**src/rtl/mdio_responder.sv**
```systemverilog
// PHY-side Clause-22 MDIO responder, clocked directly by MDC.
// Decodes frames, strobes a local register file and shifts read data back out via out/oe.
module mdio_responder #(
    parameter logic [4:0] PHY_ADDRESS  = 5'd1,
    parameter int         PREAMBLE_MIN = 32,
    parameter logic [1:0] READ         = 2'b10,
    parameter logic [1:0] WRITE        = 2'b01
) (
    input  logic        clock,
    input  logic        reset,
    input  logic        mdio_in,
    output logic        mdio_out,
    output logic        mdio_oe,
    output logic [4:0]  reg_address,
    output logic        reg_read,
    input  logic [15:0] reg_rdata,
    output logic        reg_write,
    output logic [15:0] reg_wdata,
    output logic        busy,
    output logic        frame_error
);
    typedef enum logic [2:0] {
        S_HUNT, S_START, S_OPCODE, S_PHY_ADDR, S_REG_ADDR, S_TURNAROUND, S_DATA
    } state_t;

    localparam logic [5:0] PRE_MIN = 6'(PREAMBLE_MIN);

    state_t      r_state, w_state_nx;
    logic [5:0]  r_ones, w_ones_nx;
    logic [3:0]  r_bit_cnt, w_bit_cnt_nx;
    logic [15:0] r_shift, w_shift_nx;
    logic        r_is_read, w_is_read_nx;

    logic        r_mdio_out, w_mdio_out_nx;
    logic        r_mdio_oe, w_mdio_oe_nx;
    logic [4:0]  r_reg_address, w_reg_address_nx;
    logic        r_reg_read, w_reg_read_nx;
    logic        r_reg_write, w_reg_write_nx;
    logic [15:0] r_reg_wdata, w_reg_wdata_nx;
    logic        r_busy, w_busy_nx;
    logic        r_frame_error, w_frame_error_nx;

    logic [15:0] w_shift_in;
    logic [1:0]  w_opcode;
    logic [4:0]  w_addr5;
    logic        w_op_ok;
    logic        w_preamble_ok;

    // Serial fields are assembled MSB first; the newest bit is always the LSB.
    assign w_shift_in    = {r_shift[14:0], mdio_in};
    assign w_opcode      = w_shift_in[1:0];
    assign w_addr5       = w_shift_in[4:0];
    assign w_op_ok       = (w_opcode == READ) || (w_opcode == WRITE);
    assign w_preamble_ok = (r_ones >= PRE_MIN);

    // State register plus datapath and output registers.
    always_ff @(posedge clock) begin
        if (reset) begin
            r_state       <= S_HUNT;
            r_ones        <= 6'd0;
            r_bit_cnt     <= 4'd0;
            r_shift       <= 16'd0;
            r_is_read     <= 1'b0;
            r_mdio_out    <= 1'b1;
            r_mdio_oe     <= 1'b0;
            r_reg_address <= 5'd0;
            r_reg_read    <= 1'b0;
            r_reg_write   <= 1'b0;
            r_reg_wdata   <= 16'd0;
            r_busy        <= 1'b0;
            r_frame_error <= 1'b0;
        end else begin
            r_state       <= w_state_nx;
            r_ones        <= w_ones_nx;
            r_bit_cnt     <= w_bit_cnt_nx;
            r_shift       <= w_shift_nx;
            r_is_read     <= w_is_read_nx;
            r_mdio_out    <= w_mdio_out_nx;
            r_mdio_oe     <= w_mdio_oe_nx;
            r_reg_address <= w_reg_address_nx;
            r_reg_read    <= w_reg_read_nx;
            r_reg_write   <= w_reg_write_nx;
            r_reg_wdata   <= w_reg_wdata_nx;
            r_busy        <= w_busy_nx;
            r_frame_error <= w_frame_error_nx;
        end
    end

    // Next-state: frame field sequencing, preamble counting and the shift register.
    always_comb begin
        w_state_nx   = r_state;
        w_ones_nx    = 6'd0;
        w_bit_cnt_nx = r_bit_cnt + 4'd1;
        w_shift_nx   = w_shift_in;
        w_is_read_nx = r_is_read;
        case (r_state)
            S_HUNT: begin
                w_bit_cnt_nx = 4'd0;
                if (mdio_in) begin
                    w_ones_nx = (r_ones == 6'd63) ? 6'd63 : r_ones + 6'd1;
                end else begin
                    w_state_nx = w_preamble_ok ? S_START : S_HUNT;
                end
            end
            S_START: begin
                w_bit_cnt_nx = 4'd0;
                w_state_nx   = mdio_in ? S_OPCODE : S_HUNT;
            end
            S_OPCODE: begin
                if (r_bit_cnt == 4'd1) begin
                    w_bit_cnt_nx = 4'd0;
                    w_is_read_nx = (w_opcode == READ);
                    w_state_nx   = w_op_ok ? S_PHY_ADDR : S_HUNT;
                end else begin
                    w_state_nx = S_OPCODE;
                end
            end
            S_PHY_ADDR: begin
                if (r_bit_cnt == 4'd4) begin
                    w_bit_cnt_nx = 4'd0;
                    w_state_nx   = (w_addr5 == PHY_ADDRESS) ? S_REG_ADDR : S_HUNT;
                end else begin
                    w_state_nx = S_PHY_ADDR;
                end
            end
            S_REG_ADDR: begin
                if (r_bit_cnt == 4'd4) begin
                    w_bit_cnt_nx = 4'd0;
                    w_state_nx   = S_TURNAROUND;
                end else begin
                    w_state_nx = S_REG_ADDR;
                end
            end
            S_TURNAROUND: begin
                // Read data is captured on the first TA edge, one cycle after the read strobe.
                if (r_is_read) begin
                    w_shift_nx = (r_bit_cnt == 4'd0) ? reg_rdata : {r_shift[14:0], 1'b0};
                end else begin
                    w_shift_nx = w_shift_in;
                end
                if (r_bit_cnt == 4'd1) begin
                    w_bit_cnt_nx = 4'd0;
                    w_state_nx   = S_DATA;
                end else begin
                    w_state_nx = S_TURNAROUND;
                end
            end
            S_DATA: begin
                w_shift_nx = r_is_read ? {r_shift[14:0], 1'b0} : w_shift_in;
                w_state_nx = (r_bit_cnt == 4'd15) ? S_HUNT : S_DATA;
            end
            default: begin
                w_bit_cnt_nx = 4'd0;
                w_state_nx   = S_HUNT;
            end
        endcase
    end

    // Output next-values: strobes default low, levels hold unless a field boundary changes them.
    always_comb begin
        w_mdio_oe_nx      = r_mdio_oe;
        w_mdio_out_nx     = r_mdio_out;
        w_reg_read_nx     = 1'b0;
        w_reg_write_nx    = 1'b0;
        w_reg_wdata_nx    = r_reg_wdata;
        w_reg_address_nx  = r_reg_address;
        w_busy_nx         = r_busy;
        w_frame_error_nx  = 1'b0;
        case (r_state)
            S_HUNT: begin
                w_busy_nx = ~mdio_in & w_preamble_ok;
            end
            S_START: begin
                w_frame_error_nx = ~mdio_in;
                w_busy_nx        = mdio_in;
            end
            S_OPCODE: begin
                if ((r_bit_cnt == 4'd1) && !w_op_ok) begin
                    w_frame_error_nx = 1'b1;
                    w_busy_nx        = 1'b0;
                end else begin
                    w_busy_nx = 1'b1;
                end
            end
            S_PHY_ADDR: begin
                if ((r_bit_cnt == 4'd4) && (w_addr5 != PHY_ADDRESS)) begin
                    w_frame_error_nx = 1'b1;
                    w_busy_nx        = 1'b0;
                end else begin
                    w_busy_nx = 1'b1;
                end
            end
            S_REG_ADDR: begin
                if (r_bit_cnt == 4'd4) begin
                    w_reg_address_nx = w_addr5;
                    w_reg_read_nx    = r_is_read;
                end else begin
                    w_reg_address_nx = r_reg_address;
                end
            end
            S_TURNAROUND: begin
                if (r_is_read) begin
                    w_mdio_oe_nx  = 1'b1;
                    w_mdio_out_nx = (r_bit_cnt == 4'd0) ? 1'b0 : r_shift[15];
                end else begin
                    w_mdio_oe_nx  = 1'b0;
                    w_mdio_out_nx = 1'b1;
                end
            end
            S_DATA: begin
                if (r_bit_cnt == 4'd15) begin
                    w_mdio_oe_nx   = 1'b0;
                    w_mdio_out_nx  = 1'b1;
                    w_busy_nx      = 1'b0;
                    w_reg_write_nx = ~r_is_read;
                    w_reg_wdata_nx = r_is_read ? r_reg_wdata : w_shift_in;
                end else begin
                    w_mdio_out_nx = r_is_read ? r_shift[15] : 1'b1;
                end
            end
            default: begin
                w_mdio_oe_nx  = 1'b0;
                w_mdio_out_nx = 1'b1;
                w_busy_nx     = 1'b0;
            end
        endcase
    end

    assign mdio_out    = r_mdio_out;
    assign mdio_oe     = r_mdio_oe;
    assign reg_address = r_reg_address;
    assign reg_read    = r_reg_read;
    assign reg_write   = r_reg_write;
    assign reg_wdata   = r_reg_wdata;
    assign busy        = r_busy;
    assign frame_error = r_frame_error;
endmodule

```
**config.mk**
```make
export PLATFORM = sky130hd
export DESIGN_NAME = mdio_responder
export DESIGN_NICKNAME = d
export VERILOG_FILES = /design/src/rtl/mdio_responder.sv
export SDC_FILE = /design/constraint.sdc
export NUM_CORES = 1
export LEC_CHECK = 0
export ABC_AREA = 1
export BUFFER_PORTS_ARGS = -buffer_cell sky130_fd_sc_hd__buf_2
export CORE_MARGIN = 2
export CORE_UTILIZATION = 55
export CTS_CLUSTER_DIAMETER = 120
export CTS_CLUSTER_SIZE = 8
export DETAILED_ROUTE_END_ITERATION = 10
export GPL_ROUTABILITY_DRIVEN = 0
export PLACE_DENSITY = 0.88
export SYNTH_ARGS = -nofsm -noshare
export SYNTH_HDL_FRONTEND = slang
export SYNTH_SLANG_ARGS = --single-unit
```
**constraint.sdc**
```tcl
create_clock -name clock -period 2.9 [get_ports clock]
set_clock_uncertainty 0.1 [all_clocks]
set_input_delay 0.87 -clock clock [delete_from_list [all_inputs] [get_ports clock]]
set_output_delay 0.87 -clock clock [all_outputs]
set_load 0.03 [all_outputs]
```
* Word-level counts from Yosys, hierarchy flattened
Index checks and enable logic that the tools add are counted. W data, S select, Z words.
Word-level totals: bits in writable memories 0, input port bits 19, latch bits 0, bits in read-only memories 0, logic and storage cells 93, bits in registers 57, output and inout port bits 27, memories kept 0
Operators by class: bitwise logic cells 10, add/subtract/negate cells 2, magnitude comparators 1, reduce and logical (&&, ||, !) cells 18, multipliers 0, muxes and demuxes 33, shift-type cells 0, divide/modulo/power cells 0, eq/ne operators 16
Operators by type and width (count):
- $mux W16 | 2
- $pmux W16 S2 | 1
- $pmux W3 S7 | 1
- $mux W1 | 13
- $mux W3 | 4
- $pmux W4 S3 | 1
- $eq A3 B3 Y1 const B | 3
- $not A1 Y1 | 9
- $pmux W1 S3 | 3
- $reduce_or A3 Y1 | 3
- $mux W2 | 4
- $mux W4 | 2
- $reduce_and A2 Y1 | 4
- $add A6 B1 Y6 const B | 1
- $eq A3 B2 Y1 const B | 2
- $eq A6 B6 Y1 const B | 1
- $ge A6 B6 Y1 const B | 1
- $mux W6 | 1
- $pmux W1 S6 | 1
- $reduce_or A2 Y1 | 3
- $eq A5 B1 Y1 const B | 1
- $ne A5 B1 Y1 const B | 1
- $reduce_or A5 Y1 | 1
- $add A4 B1 Y4 const B | 1
- other kinds (14) | 16

* Depth between registers and ports, before layout
Gate-level depths: netlist of the first run.
depth after elaboration 6, mapped depth 10, depth with buffers taken out 10

* Least setup slack after synthesis of the first run
No wires, ideal clock.
kind input -> register, start point input mdio_in, end point register r_state[1], buffers on the path 0, required time 2.683 ns, stages on the path 7, slack 1.079 ns, arrival time 1.604 ns, library setup time 0.117 ns, cells stage by stage inv_1 > ha_1 > inv_1 > o21ai_1 > nand2_1 > nor2_1 > nor2_1
Between the ends: cells in the longest elaborated chain, start to end 5, elaborated cells between the ends (all ways) 8, classes of those cells 3 x eq/ne; 4 x mux; 1 x reduce/logical
Ends and longest elaborated chain:
- start: declaration | RTL line 11 | input logic mdio_in,
- $eq A2 B2 Y1 or $eq A2 B1 Y1 (tied branches) | RTL line 53 | assign w_op_ok = (w_opcode == READ) || (w_opcode == WRITE);
- $logic_or A1 B1 Y1 | RTL line 53
- $mux W2 | RTL line 113 | w_state_nx = w_op_ok ? S_PHY_ADDR : S_HUNT;
- $mux W2 | RTL line 110 | if (r_bit_cnt == 4'd1) begin
- $pmux W3 S7 | RTL line 96 | case (r_state)
- end signal: assignment | RTL line 73 | r_state <= w_state_nx;
- end: declaration | RTL line 28 | state_t r_state, w_state_nx;
Parallel ways exist; a longest one is shown, timed or not. A chain may end at the register's enable or synchronous reset.

* Worst setup path in the final report of the first run
start point register r_bit_cnt[0], end point register r_shift[1]
Between the ends: cells in the longest elaborated chain, start to end 4
Ends and longest elaborated chain:
- start: declaration | RTL line 30 | logic [3:0] r_bit_cnt, w_bit_cnt_nx;
- start signal: assignment | RTL line 75 | r_bit_cnt <= w_bit_cnt_nx;
- $logic_not A4 Y1 | RTL line 137 | w_shift_nx = (r_bit_cnt == 4'd0) ? reg_rdata : {r_shift[14:0], 1'b0};
- $mux W16 | RTL line 137
- $mux W16 | RTL line 136 | if (r_is_read) begin
- $pmux W16 S2 | RTL line 96
- end signal: assignment | RTL line 76 | r_shift <= w_shift_nx;
- end: declaration | RTL line 31 | logic [15:0] r_shift, w_shift_nx;
No other way between the ends.

==> results of run 1 <==
==> per-layer routing <==
| metal | vias up | routed length, µm |
|---|---|---|
| li1 | 1198 | - |
| met1 | 1093 | 2490 |
| met2 | 90 | 2790 |
| met3 | 17 | 386 |
| met4 | 0 | 155 |
| met5 | - | 0 |
==> cell usage after synthesis, types with 2 or more instances <==
cell type and count:
nor2_1 81, dfxtp_1 57, nand2_1 42, nand3_1 30
inv_1 26, o21ai_1 26, o21ai_0 17, nor2_2 12
a21oi_1 10, ha_1 7, clkbuf_1 4, inv_2 4
buf_2 3, buf_6 3, nand4_1 3, nor3_1 3
or2_2 2
==> power groups by stage <==
stage	logic, mW	registers (mW)	clock network (mW)
after floorplan	0.0257	0.806	0
final	0.0492	0.790	0.816
after global placement	0.0459	0.807	0
after detailed placement	0.0472	0.807	0
after global routing	0.0550	0.790	0.849
after CTS	0.0489	0.790	0.818
==> cell usage in the layout (no fill, tap or decap), types with 3 or more instances in the layout <==
master    netlist  layout
nor2_1         81      81
dfxtp_1        57      57
buf_2           3      45
nand2_1        42      42
nand3_1        30      30
inv_1          26      26
o21ai_1        26      26
o21ai_0        17      17
nor2_2         12      12
a21oi_1        10      10
clkbuf_8        0       9
ha_1            7       7
inv_2           4       4
clkinv_2        1       3
nand4_1         3       3
nor3_1          3       3
==> cells by family after synthesis <==
group / Yosys count
compound gates: 56
xor+xnor: 1
fa+ha+maj: 7
buf+inv: 42
flops: 57
simple gates: 178
==> critical path, stage by stage (launching register included) <==
cell	delay (ps)
dfxtp_1	350
inv_1	130
ha_1	200
nand3_1	170
nor2_4	380
inv_2	270
nor2_1	160
nor2_1	70
==> flip-flops by register name, indices dropped and copies added (netlist names) <==
| register | cells |
|---|---|
| busy | 1 |
| frame_error | 1 |
| mdio_oe | 1 |
| mdio_out | 1 |
| r_bit_cnt | 4 |
| r_is_read | 1 |
| r_ones | 6 |
| r_shift | 16 |
| r_state | 3 |
| reg_address | 5 |
| reg_read | 1 |
| reg_wdata | 16 |
| reg_write | 1 |
==> cell type report <==
cell class              count  area share, %
multi-input cells         242           39.8
flip-flops and latches     57           38.4
repair buffers             47           8.09
clock buffers               9           4.17
inverters                  32           4.17
clock inverters             7           3.20
well taps                  52           2.19
==> worst min-delay path by stage <==
stage	startpoint	endpoint
final	mdio_oe$_SDFFE_PP0P_	mdio_oe$_SDFFE_PP0P_
after global routing	reg_wdata[2]$_SDFFE_PP0P_	reg_wdata[2]$_SDFFE_PP0P_
after CTS	mdio_oe$_SDFFE_PP0P_	mdio_oe$_SDFFE_PP0P_
after detailed placement	mdio_oe$_SDFFE_PP0P_	mdio_oe$_SDFFE_PP0P_
after global placement	reg_wdata[3]$_SDFFE_PP0P_	reg_wdata[3]$_SDFFE_PP0P_
after floorplan	r_shift[4]$_SDFF_PP0_	reg_wdata[5]$_SDFFE_PP0P_
==> results.cfg, run 1 <==
[setup_path]
cp.arrival_ps = 2060
crit_type = reg2reg
crit_start = r_bit_cnt[0]$_SDFF_PP0_
worstPathRequired_ps = 3040
crit_end = r_shift[1]$_SDFF_PP0_
worstSetupStartpointType = flip-flop
cp_max_fo = 17
rrSetupSlack_ps = 980
r2r-end = r_shift[1]$_SDFF_PP0_
worst_setup_path_end_kind = flip-flop
r2r.worst_path.cells = 7
reg2reg_from = r_bit_cnt[0]$_SDFF_PP0_

[synth]
synth-seq-area-share_pct = 45.5
synth-main-ff-cell = dfxtp_1
synth_cells = 341
syn_area_um2 = 2510
synth_cell_types = 28
synth_xor_area_share_pct = 0.349
synthMuxAreaShare_pct = 0
synthArstFlopShare_pct = 0
synth_top_area_share_pct = 45.5
synth_edf_count = 0
syn_nets = 367
synth_compound_area_share_pct = 11.4
yosysTopAreaCell = dfxtp_1
avgSynthCellArea_um2 = 7.36
synth_top_family_by_area = simple AND/OR/NAND/NOR gates
synthSimpleGateAreaFrac_pct = 31.8
synth_warnings = 0
synth_fa_ha_area_share_pct = 3.49
synthTopCellsByArea = dfxtp_1, nor2_1, nand2_1
synth-seq-cells = 57

[power]
seq_power_share_pct = 47.7
power_switching_mw = 0.367
p_leak_nw = 1.38
max-vdd-ir-drop_mv = 0.428
p_comb_share_pct = 3.0
p_total_mw = 1.65
p_per_area_nw_per_um2 = 557
power_switching_share_pct = 22.2
pwr-share-clk_pct = 49.3
p_int_mw = 1.29

[cells_and_area]
finish.utilization_pct = 67.8
final_area_um2 = 2970
multi_input_area_um2 = 1180
drive_gt1_share_pct = 22.3
regArea_um2 = 1140
nets = 415
fin_cells = 446
antenna_cells = 0
area_delta_synth_final_pct = 18.3
fillers = 366

[global_routing]
grt_pass1_vias = 2175
met2_usage_pct = 39.4
grt_max_degree = 26
track_usage_pct = 24.1
met3_usage_pct = 7.88
antenna_found_initial = 0
overflow = 0
grt-busiest-layer = met2
grt_pass1_wl_mm = 9.41
gr-usage-met1_pct = 28.4

[floorplan]
floorplan.initialDensity_pct = 57.2
rows = 24
die_h_um = 71.6
dieWidth_um = 71.6
io_pins = 46
die-area_um2 = 5120
core_area_um2 = 4380

[cts]
clk_pin_slew_worst_paths_ps = 70
cts_resized = 0
cts_setup_buffers = 0
clockRootBuffer = clkbuf_8
cts_tree = built
h-tree-depth = 3
cts.sinks = 57
clk_latency_ps = 350
holdBufCountCts = 0
clock_path_buffers = 2
cts_made_buffers = 9

[detailed_routing]
viasPerCell = 5.38
drt_first_iter_violations = 217
avgRoutedWirePerCell_um = 13.1
drtPass1Iterations = 5
vias = 2398
wirelength_mm = 5.82
drc = 0
antenna_left = 0

[outcome]
status = complete, no violations

[sta]
slew_viol_final = 0
setup_viol = 0
setup_ws_ps = 977
min_period_ps = 1920
finalHoldViolations = 0
tightest_slew_ps = 415
whs_ps = 365
slew_headroom_pct = 72.3
fmax_ghz = 0.520
setup-tns-final_ps = 0
rsz0062_at_grt = false
period_share_pct = 66.3

[job]
maxCapViolCount = 0

[placement]
dp.cells = 430
place_hpwl_mm = 4.00
place.port_buffers = 45
placed_cell_area_um2 = 2750
place_ws_ps = 814

[hold_path]
whs_path_depth = 2
min_path_type = reg2reg
Power figures use the tool's default switching activity.
==> run 2: changes to the inputs <==
==> constraint.sdc (replaced) <==
create_clock -name clock -period 1.8 [get_ports clock]
set_clock_uncertainty 0.1 [all_clocks]
set_input_delay 0.54 -clock clock [delete_from_list [all_inputs] [get_ports clock]]
set_output_delay 0.54 -clock clock [all_outputs]
set_load 0.03 [all_outputs]
==> run 2 against run 1 <==
Compared with the run above:
- clock power up 78%
- cell count grew 2.0%
- utilization is 2.6 points higher
- global-route usage rose by 0.15 points
- total power is 69% higher
- sequential share of layout area is 1.4 points lower
- worst hold slack got worse by 42 ps
- die area stayed put
- sequential power increased by 61%
- clock-buffer cell count grew 2
- critical path depth did not move
- register-to-register slack worse by 850 ps
- largest cell class unchanged
- highest routed layer unchanged
==> results.cfg, run 2 (synthesis gave the netlist of run 1 again) <==
[outcome]
status = complete, no violations

[cells_and_area]
final_common_cell = nor2_1
nets = 424
area_delta_synth_final_pct = 22.9
antenna_cells = 0
layout_common_cells = nor2_1, dfxtp_1, buf_2
final_area_um2 = 3090
drive_gt1_share_pct = 23.8

[hold_path]
min_path_type = in2reg
whs_endpoint = r_shift[9]$_SDFF_PP0_
whs_path_depth = 3
hold_start = reg_rdata[9]

[global_routing]
grt_pass1_wl_mm = 9.57
grt_max_degree = 40
met3_usage_pct = 6.75
gr-usage-met1_pct = 29.7
antenna_found_initial = 0
met2_usage_pct = 39.3
grt-busiest-layer = met2
track_usage_pct = 24.2
grt_pass1_vias = 2182
overflow = 0

[sta]
setup_viol = 0
tightest_slew_ps = 321
slew_headroom_pct = 78.6
fmax_ghz = 0.599
finalHoldViolations = 0
slew_viol_final = 0
setup-tns-final_ps = 0
rsz0062_at_grt = false
period_share_pct = 92.8
min_period_ps = 1670

[power]
max-vdd-ir-drop_mv = 0.418
p_leak_nw = 1.44
p_comb_share_pct = 2.9
power_switching_share_pct = 19.5
p_per_area_nw_per_um2 = 908
seq_power_share_pct = 45.4
p_int_mw = 2.26
pwr-share-clk_pct = 51.7
power_switching_mw = 0.546

[cts]
h-tree-depth = 3
clk_pin_slew_worst_paths_ps = 70
clock_path_buffers = 2
cts_tree = built
cts.sinks = 57
clk_latency_ps = 330
clockRootBuffer = clkbuf_8
cts_made_buffers = 9

[setup_path]
crit_type = reg2reg
reg2reg_from = r_bit_cnt[0]$_SDFF_PP0_
cp_max_fo = 12
worstSetupStartpointType = flip-flop
r2r.worst_path.cells = 7
worst_setup_path_end_kind = flip-flop
r2r-end = r_shift[15]$_SDFF_PP0_
worstPathRequired_ps = 1960
rrSetupSlack_ps = 130
cp.arrival_ps = 1830

[detailed_routing]
antenna_left = 0
drc = 0
avgRoutedWirePerCell_um = 13.2
vias = 2397
drtPass1Iterations = 4
drt_first_iter_violations = 162
viasPerCell = 5.27
wirelength_mm = 5.99

[floorplan]
die_h_um = 71.6
dieWidth_um = 71.6
io_pins = 46
floorplan.initialDensity_pct = 57.2
die-area_um2 = 5120
core_area_um2 = 4380
rows = 24

[job]
maxCapViolCount = 0

[placement]
place.port_buffers = 45
place_hpwl_mm = 4.12
placed_cell_area_um2 = 2790
-- run 2: changes by cell type in the layout (fill, tap and decap cells not counted), sizes merged --
cell,delta
bufinv,+1
clkinv,-4
inv,+1
buf,+9
clkbuf,+2
-- run 2: worst max path at each step --
stage	endpoint	slack, ps	startpoint	cells past startpoint
after floorplan	r_state[1]$_SDFFE_PP0P_	310	mdio_in	7
after global placement	busy$_SDFFE_PP0P_	140	mdio_in	8
after detailed placement	reg_wdata[9]$_SDFFE_PP0P_	90	r_bit_cnt[0]$_SDFF_PP0_	7
after CTS	reg_wdata[9]$_SDFFE_PP0P_	60	r_bit_cnt[0]$_SDFF_PP0_	7
after global routing	r_shift[15]$_SDFF_PP0_	1	r_bit_cnt[0]$_SDFF_PP0_	7
final	r_shift[15]$_SDFF_PP0_	130	r_bit_cnt[0]$_SDFF_PP0_	7
-- run 2: critical path, stage by stage (launching register included) --
cell and delay, ps:
dfxtp_1 350, inv_1 140, ha_1 210, nand3_1 190
nor2_4 240, buf_6 180, o21ai_0 80, nor2_1 120
-- run 2: repair_timing --
item,CTS,global route
setup endpoints to repair,0,18
buffers inserted,0,5
resized for setup,0,5
hold endpoints to repair,0,0
hold buffers,0,0
-- run 2: through the flow --
step,hold slack (ps),worst slack (ps),total power [mW],utilization (%),instances
finish,323,130,2.80,70.4,455
floorplan,358,309,1.34,-,341
CTS,318,64.3,2.82,69.3,450
global placement,346,145,1.38,63.7,434
detailed placement,362,90.4,1.38,63.7,434
global route,327,1.31,2.88,70.4,455
-- run 2: final cells by class --
cell class / count / area, µm²
clock buffers: 11 / 141
inverters: 32 / 130
flip-flops and latches: 57 / 1140
well taps: 52 / 65.1
multi-input cells: 242 / 1180
clock inverters: 5 / 103
fillers: 347 / 1300
repair buffers: 56 / 324
-- run 2: per-layer routing --
layer	vias up	routed length, µm
met1	1083	2650
met4	0	114
met3	15	392
met5	-	0
met2	83	2830
li1	1216	-
-- run 2: power groups by stage --
stage / combinational [mW] / clock [mW] / sequential (mW)
finish: 0.0815 / 1.45 / 1.27
CTS: 0.0813 / 1.47 / 1.27
global placement: 0.0791 / 0 / 1.30
floorplan: 0.0415 / 0 / 1.30
detailed placement: 0.0799 / 0 / 1.30
global route: 0.0923 / 1.52 / 1.27
==> run 3: changes to the inputs <==
--- a/config.mk
+++ b/config.mk
@@ -6,7 +6,7 @@
 export NUM_CORES = 1
 export LEC_CHECK = 0
 export ABC_AREA = 1
-export BUFFER_PORTS_ARGS = -buffer_cell sky130_fd_sc_hd__buf_2
+export BUFFER_PORTS_ARGS = -buffer_cell sky130_fd_sc_hd__buf_4
 export CORE_MARGIN = 2
 export CORE_UTILIZATION = 55
 export CTS_CLUSTER_DIAMETER = 120
==> run 3 against run 2 <==
Compared with the run above:
- utilization grew 1.1 points
- clock power shrank 9%
- global-route usage shrank 1.1 points
- non-clock buffer count shrank 4
- register-to-register slack gained 40 ps
- total power shrank 4.4%
- first-iteration DRC count shrank 11%
- critical endpoint is now reg_wdata[7]$_SDFFE_PP0P_
- highest routed layer unchanged
- setup slack gained 36 ps
- clock-buffer cell count is the same
- sequential share of layout area shrank 0.58 points
- largest power group unchanged
- critical path depth is the same
==> results.cfg, run 3 (synthesis gave the netlist of run 1 again) <==
[power]
max-vdd-ir-drop_mv = 0.671
p_leak_nw = 1.43
p_total_mw = 2.68
p_per_area_nw_per_um2 = 855

[setup_path]
critPathSlowestCell = dfxtp_1
worstSetupStartpointType = flip-flop
reg2reg_from = r_bit_cnt[0]$_SDFF_PP0_
path_delay_family = simple AND/OR/NAND/NOR gates
worstPathRequired_ps = 1960
cp_max_fo = 16
slowest_delay_ps = 390
r2r.worst_path.cells = 7
rrSetupSlack_ps = 170
r2r-end = reg_wdata[7]$_SDFFE_PP0P_
crit_path_frequent_cell = nor2_1
path_cells = ha_1 > nand2_1 > nor2_2 > nand3_4 > clkinv_2 > nor2_1 > nor2_1
cp.arrival_ps = 1790
crit_type = reg2reg
path_buf_inv = 1
worst_setup_path_end_kind = flip-flop

[floorplan]
die_h_um = 71.6
floorplan.initialDensity_pct = 57.2
core_area_um2 = 4380
io_pins = 46
dieWidth_um = 71.6
rows = 24
die-area_um2 = 5120

[hold_path]
min_path_type = in2reg
whs_path_depth = 3
hold_start = reg_rdata[9]
whs_endpoint = r_shift[9]$_SDFF_PP0_

[cts]
cts_resized = 0
clock_path_buffers = 2
clockRootBuffer = clkbuf_8
holdBufCountCts = 0
cts_tree = built
clk_pin_slew_worst_paths_ps = 70
cts_made_buffers = 9
clk_latency_ps = 330
cts_setup_buffers = 0
h-tree-depth = 3
cts.sinks = 57

[sta]
min_period_ps = 1630
fmax_ghz = 0.612
tightest_slew_ps = 363
period_share_pct = 90.8
setup-tns-final_ps = 0
finalHoldViolations = 0
slew_headroom_pct = 75.7
slew_viol_final = 0
rsz0062_at_grt = false
setup_viol = 0

[cells_and_area]
nets = 420
regArea_um2 = 1140
layout_common_cells = nor2_1, dfxtp_1, buf_4
finish.utilization_pct = 71.5
final_common_cell = nor2_1
multi_input_area_um2 = 1180
fillers = 356
antenna_cells = 0
area_delta_synth_final_pct = 24.9
drive_gt1_share_pct = 23.1

[global_routing]
grt_max_degree = 31
overflow = 0
antenna_found_initial = 0
grt_pass1_wl_mm = 9.28
grt_pass1_vias = 2096
track_usage_pct = 23.1

[detailed_routing]
drt_first_iter_violations = 144
viasPerCell = 5.24
vias = 2361
drtPass1Iterations = 5
avgRoutedWirePerCell_um = 12.2
drc = 0
wirelength_mm = 5.52
antenna_left = 0

[placement]
place_hpwl_mm = 3.96
place.port_buffers = 45

[job]
maxCapViolCount = 0

[outcome]
status = complete, no violations
run 3: cell type report:
cell class              instances  share of cell area [%]
clock buffers                  11                    4.51
clock inverters                 5                    2.51
inverters                      32                    3.95
multi-input cells             242                    37.7
flip-flops and latches         57                    36.4
well taps                      52                    2.08
repair buffers                 52                    12.9
run 3: worst max-delay path by stage:
stage | endpoint | slack, ps | cells past startpoint | startpoint
2_1_floorplan | r_state[1]$_SDFFE_PP0P_ | 310 | 7 | mdio_in
3_3_place_gp | r_state[1]$_SDFFE_PP0P_ | 140 | 8 | mdio_in
3_5_place_dp | r_state[1]$_SDFFE_PP0P_ | 80 | 8 | mdio_in
4_1_cts | reg_wdata[11]$_SDFFE_PP0P_ | 140 | 7 | r_bit_cnt[0]$_SDFF_PP0_
5_1_grt | reg_wdata[3]$_SDFFE_PP0P_ | 30 | 7 | r_bit_cnt[0]$_SDFF_PP0_
6_report | reg_wdata[7]$_SDFFE_PP0P_ | 170 | 7 | r_bit_cnt[0]$_SDFF_PP0_
run 3: per-stage QoR:
step                cell area (µm²)  worst slack [ps]  std cells  hold slack, ps
finish                         3130               166        451             332
global route                   3130              28.2        451             330
CTS                            3130               141        451             324
detailed placement             2910              79.2        435             353
global placement               2910               141        435             350
floorplan                      2510               309        341             358
run 3: where the power goes:
part	leakage, nW	internal (mW)	switching (mW)
sequential	0.460	1.27	0.00589
combinational	0.855	0.0418	0.0449
clock	0.113	0.815	0.504
run 3: tightest hold or removal path, stage by stage:
cell and delay (ps):
buf_4 80, nor2_2 30, nor2_1 80
run 3: per-layer routing:
layer | track usage (%) | wire, µm | vias to the layer above
met3 | 5.91 | 401 | 14
met1 | 31.4 | 2550 | 1049
met2 | 34.7 | 2460 | 86
met4 | 10.3 | 114 | 0
li1 | - | - | 1212
met5 | 0 | 0 | -
